**config.mk**
```make
export PLATFORM = sky130hd
export DESIGN_NAME = branch_target_predictor
export DESIGN_NICKNAME = d
export VERILOG_FILES = /design/src/rtl/branch_target_predictor.sv
export SDC_FILE = /design/constraint.sdc
export NUM_CORES = 2
export LEC_CHECK = 0
export CAP_MARGIN = 5
export CORE_ASPECT_RATIO = 0.9
export CORE_MARGIN = 10
export CORE_UTILIZATION = 29
export CTS_CLUSTER_SIZE = 40
export DETAILED_ROUTE_END_ITERATION = 10
export GPL_ROUTABILITY_DRIVEN = 0
export HOLD_SLACK_MARGIN = 0.02
export SLEW_MARGIN = 20
export SYNTH_ARGS = -nofsm -noshare
export SYNTH_HDL_FRONTEND = slang
export SYNTH_SLANG_ARGS = --single-unit
```
**constraint.sdc**
```tcl
create_clock -name clk -period 95.8 [get_ports clk]
set_input_delay 19.16 -clock clk [delete_from_list [all_inputs] [get_ports clk]]
set_output_delay 19.16 -clock clk [all_outputs]
set_load 0.05 [all_outputs]
```
**src/rtl/branch_target_predictor.sv**
```systemverilog
// rtl/branch_target_predictor.sv - direct-mapped BTB with valid bits, direction counters and flush
module branch_target_predictor #(
    parameter int ENTRIES  = 32,
    parameter int CNT_BITS = 2
) (
    input  logic        clk,
    input  logic        reset,
    input  logic [31:0] current_pc,
    output logic        btb_hit,
    output logic        pred_taken,
    output logic [31:0] pred_target,
    output logic [31:0] next_pc,
    input  logic        update_valid,
    input  logic [31:0] update_pc,
    input  logic        update_taken,
    input  logic [31:0] update_target,
    input  logic        flush
);

    localparam int IDX_BITS = $clog2(ENTRIES);
    localparam int TAG_BITS = 32 - IDX_BITS - 2;
    localparam logic [CNT_BITS-1:0] CNT_MAX  = {CNT_BITS{1'b1}};
    localparam logic [CNT_BITS-1:0] CNT_WEAK = CNT_MAX ^ (CNT_MAX >> 1);

    logic [ENTRIES-1:0]  valid_q;
    logic [TAG_BITS-1:0] tag_q    [ENTRIES];
    logic [31:0]         target_q [ENTRIES];
    logic [CNT_BITS-1:0] cnt_q    [ENTRIES];

    logic [IDX_BITS-1:0] lk_idx;
    logic [TAG_BITS-1:0] lk_tag;
    logic [IDX_BITS-1:0] up_idx;
    logic [TAG_BITS-1:0] up_tag;
    logic                up_hit;

    assign lk_idx = current_pc[IDX_BITS+1:2];
    assign lk_tag = current_pc[31:IDX_BITS+2];
    assign up_idx = update_pc[IDX_BITS+1:2];
    assign up_tag = update_pc[31:IDX_BITS+2];
    assign up_hit = valid_q[up_idx] && (tag_q[up_idx] == up_tag);

    // Zero-latency lookup; reads stored state only, so a same-cycle update is not bypassed
    always_comb begin
        btb_hit     = valid_q[lk_idx] && (tag_q[lk_idx] == lk_tag);
        pred_target = btb_hit ? target_q[lk_idx] : 32'd0;
        pred_taken  = btb_hit && cnt_q[lk_idx][CNT_BITS-1];
        next_pc     = pred_taken ? pred_target : current_pc + 32'd4;
    end

    // Table state: reset clears everything, flush beats update, update trains or allocates
    always_ff @(posedge clk or posedge reset) begin
        if (reset) begin
            valid_q <= '0;
            for (int i = 0; i < ENTRIES; i++) begin
                tag_q[i]    <= '0;
                target_q[i] <= '0;
                cnt_q[i]    <= '0;
            end
        end else if (flush) begin
            valid_q <= '0;
        end else if (update_valid) begin
            if (up_hit) begin
                if (update_taken) begin
                    target_q[up_idx] <= update_target;
                    if (cnt_q[up_idx] != CNT_MAX)
                        cnt_q[up_idx] <= cnt_q[up_idx] + 1'b1;
                end else if (cnt_q[up_idx] != '0) begin
                    cnt_q[up_idx] <= cnt_q[up_idx] - 1'b1;
                end
            end else if (update_taken) begin
                // Only taken branches allocate; a not-taken miss leaves the victim alone
                valid_q[up_idx]  <= 1'b1;
                tag_q[up_idx]    <= up_tag;
                target_q[up_idx] <= update_target;
                cnt_q[up_idx]    <= CNT_WEAK;
            end
        end
    end

endmodule

```
==> flow_metrics.env <==
export IMPL_fin_nets=6531
export IMPL_setup_tns_ns=0
export IMPL_drtPass1Iterations=5
export IMPL_clk_latency_ns=0.89
export IMPL_startpoint_type="input port"
export IMPL_synth_nets=6626
export IMPL_routed_top_layer="met5"
export IMPL_num_rows=200
export IMPL_start_util_pct=29.07
export IMPL_power_share_switching_pct=25.33
export IMPL_synthArstFlopShare_pct=100.0
export IMPL_switching_power_uw=490.1
export IMPL_core_area_um2=329300
export IMPL_place_ws_ns=50.39
export IMPL_grt_pass1_wl_um=463900
export IMPL_setup_worst_path_class="in2out"
export IMPL_clkPwrFrac_pct=40.8
export IMPL_cp_max_fo=61
export IMPL_slew_viol_final=0
export IMPL_synth_top_cell_by_area="dfrtp_1"
export IMPL_dieHeight_um=565.0
export IMPL_cp_required_ns=76.64
export IMPL_die_x_um=625.6
export IMPL_synth_enable_flop_cells=0
export IMPL_htreeDepth=4
export IMPL_yosys_area_top_type_share_pct=50.19
export IMPL_root_buffer="clkbuf_16"
export IMPL_dpl_hpwl_um=183700
export IMPL_grt_usage_pct=17.75
export IMPL_ios=167
export IMPL_setup_viol=0
export IMPL_dr_wl_met3_um=22090
export IMPL_routedWlPerCell_um=29.71
export IMPL_final_layout_size_suffix_gt1_share_pct=45.17
export IMPL_die_area_um2=353500
export IMPL_min_period_ns=45.32
export IMPL_critical_path_endpoint_type="output pin"
export IMPL_relSlewSlack_pct=22.96
export IMPL_fin_crit_sh_pct=47.31
export IMPL_p_per_area_nw_per_um2=17.83
export IMPL_layout_common_cells="dfrtp_1, mux2_2, mux2i_1"
export IMPL_post_cts_buffers=0
export IMPL_area_growth_synth_to_final_pct=13.33
export IMPL_wl_um=324300
export IMPL_multi_input_area_um2=45360
export IMPL_p_seq_share_pct=47.3
export IMPL_clock_skew_final_ns=0.07253
export IMPL_via_per_inst=5.513
export IMPL_fin_ws_ns=50.48
export IMPL_intPower_mw=1.444
export IMPL_vias=60180
export IMPL_remaining_drc_errors=0
export IMPL_clkTransAtPathRegs_ns=0.06
export IMPL_syn_inst=6522
export IMPL_rsz0062_at_grt="false"
export IMPL_hold_viol_final=0
export IMPL_yosysSeqAreaShare_pct=50.19
export IMPL_m1WireLength_um=132600
export IMPL_cts_tree="done"
export IMPL_cts_num_sinks=1920
export IMPL_grt_pass1_vias=63250
export IMPL_tightestPinTransition_ns=1.123
export IMPL_synth_seq_cells=1920
export IMPL_grt_ovfl_total=0
export IMPL_p_comb_share_pct=11.9
export IMPL_max_cap_violations=0
export IMPL_status="finished, final reports clean"
export IMPL_hold_path_class="reg2reg"
export IMPL_p_leak_nw=50.00
export IMPL_ys_flop_type="dfrtp_1"
export IMPL_cts_buffers=207
export IMPL_ys_warn_count=0
export IMPL_max_freq_mhz=22.06
export IMPL_clk_path_buf_depth=4
export IMPL_dr_wl_met2_um=153800
export IMPL_yosysUniqueCellTypes=60
export IMPL_cts_repair_resized=0
export IMPL_synth_area_um2=95720
export IMPL_drtIter0Drc=5554
export IMPL_ant_nets=0
export IMPL_antenna_found_initial=29
export IMPL_holdBufCountCts=0
export IMPL_synth_top_cells_by_area="dfrtp_1, mux2_2, mux4_2, mux2i_1, clkbuf_1"
export IMPL_fillers=31750
export IMPL_arrival_ns=26.16
export IMPL_grt_max_degree=177
export IMPL_seqCellArea_um2=48050
export IMPL_port_buffers=164
export IMPL_layout_commonest_cell="dfrtp_1"
export IMPL_peakVddDrop_mv=0.01449
export IMPL_synth_avg_cell_area_um2=14.68
==> layer usage <==
layer,vias to the layer above,track usage (%)
met5,-,0
met3,702,3.696
met2,2183,28.98
li1,24590,-
met1,32690,22.88
met4,20,7.584
==> flip-flops by register name (all words and copies together) (netlist names) <==
signal and cells:
cnt_q 64, tag_q 800, target_q 1024, valid_q 32
==> power by group through the flow <==
stage | combinational [mW] | clock (mW) | sequential [mW]
finish | 0.230 | 0.789 | 0.915
global route | 0.247 | 0.837 | 0.922
detailed placement | 0.232 | 0 | 0.928
CTS | 0.233 | 0.804 | 0.914
floorplan | 0.167 | 0 | 0.921
global placement | 0.226 | 0 | 0.922
==> path summary, 6_finish.rpt <==
kind | startpoint | endpoint | slack [ns] | cells after the start
min in group asynchronous | reset | target_q[961]$_DFFE_PP0P_ | 18.93 | 2
max reg2reg | tag_q[726]$_DFFE_PP0P_ | tag_q[212]$_DFFE_PP0P_ | 90.84 | 11
max | current_pc[3] | next_pc[1] | 50.48 | 14
max in group asynchronous | reset | tag_q[411]$_DFFE_PP0P_ | 71.49 | 8
min reg2reg | cnt_q[18]$_DFFE_PP0P_ | cnt_q[18]$_DFFE_PP0P_ | 0.48 | 1
min | cnt_q[18]$_DFFE_PP0P_ | cnt_q[18]$_DFFE_PP0P_ | 0.48 | 1
==> synth_stat cells (4+ instances only) <==
| library cell | instances |
|---|---|
| nand2_1 | 63 |
| xnor2_1 | 20 |
| mux2i_1 | 572 |
| buf_4 | 20 |
| nor2_1 | 71 |
| dfrtp_1 | 1920 |
| clkbuf_1 | 372 |
| buf_1 | 56 |
| or3_1 | 4 |
| a31o_2 | 7 |
| nor2b_1 | 11 |
| nand3b_1 | 6 |
| mux4_2 | 520 |
| nand3_1 | 81 |
| nand4b_1 | 4 |
| a31oi_1 | 12 |
| a21oi_1 | 20 |
| nor4_1 | 62 |
| and4_1 | 8 |
| and3_1 | 19 |
| a22o_1 | 13 |
| nand2b_1 | 4 |
| nor3b_1 | 4 |
| mux2_1 | 60 |
| nand4_1 | 31 |
| a21o_1 | 8 |
| or4b_1 | 5 |
| o211ai_1 | 6 |
| o2bb2ai_2 | 10 |
| inv_1 | 42 |
| o22ai_1 | 206 |
| nand4bb_1 | 6 |
| xor2_1 | 27 |
| nor3_1 | 38 |
| a2bb2oi_2 | 18 |
| mux2_2 | 1830 |
| and2_1 | 4 |
| buf_2 | 184 |
| or3b_2 | 5 |
| o21ai_0 | 45 |
| and3b_1 | 6 |
| or4_1 | 5 |
| a22oi_1 | 88 |
| or2_2 | 5 |
==> through the flow <==
step | std cells | power [mW] | utilization (%) | hold slack, ns | instance area (um2)
2_1_floorplan | 6522 | 1.088 | - | 0.4524 | 95720
3_3_place_gp | 10560 | 1.148 | 30.96 | 0.4630 | 102000
3_5_place_dp | 10560 | 1.161 | 30.97 | 0.4707 | 102000
4_1_cts | 10910 | 1.950 | 32.94 | 0.4836 | 108500
5_1_grt | 10920 | 2.006 | 32.94 | 0.5012 | 108500
6_report | 10920 | 1.934 | 32.94 | 0.4788 | 108500
==> cells by family after synthesis <==
family                   after synthesis  synth area share, %
multiplexers                        2982                40.45
flip-flops                          1920                50.19
adder cells (fa/ha/maj)                3              0.03922
XOR/XNOR                              47               0.4301
AND/OR/NAND/NOR                      448                2.597
AO/OA/AOI/OAI                        448                3.325
buffers and inverters                674                2.962
==> worst max-delay path: stages <==
cell             delay (ns)
buf_8                  0.40
buf_4                  0.75
buf_4                  0.90
mux4_2                 0.44
mux4_2                 0.47
mux2i_1                0.29
xor2_1                 0.17
o2111ai_1              0.18
nor4_1                 0.73
nand4_1                0.47
or2_2                  0.44
buf_4                  0.32
o21ai_0                0.27
clkdlybuf4s50_1        0.84
==> area by class of cell <==
class / count / share of cell area, %
timing repair buffer: 328 / 2.722
inverter: 42 / 0.1546
sequential: 1920 / 44.29
antenna: 5 / 0.01153
clock inverter: 46 / 0.4810
clock buffer: 305 / 5.513
multi-input combinational: 3928 / 41.82
tap: 4343 / 5.009
Power figures use the tool's default switching activity.
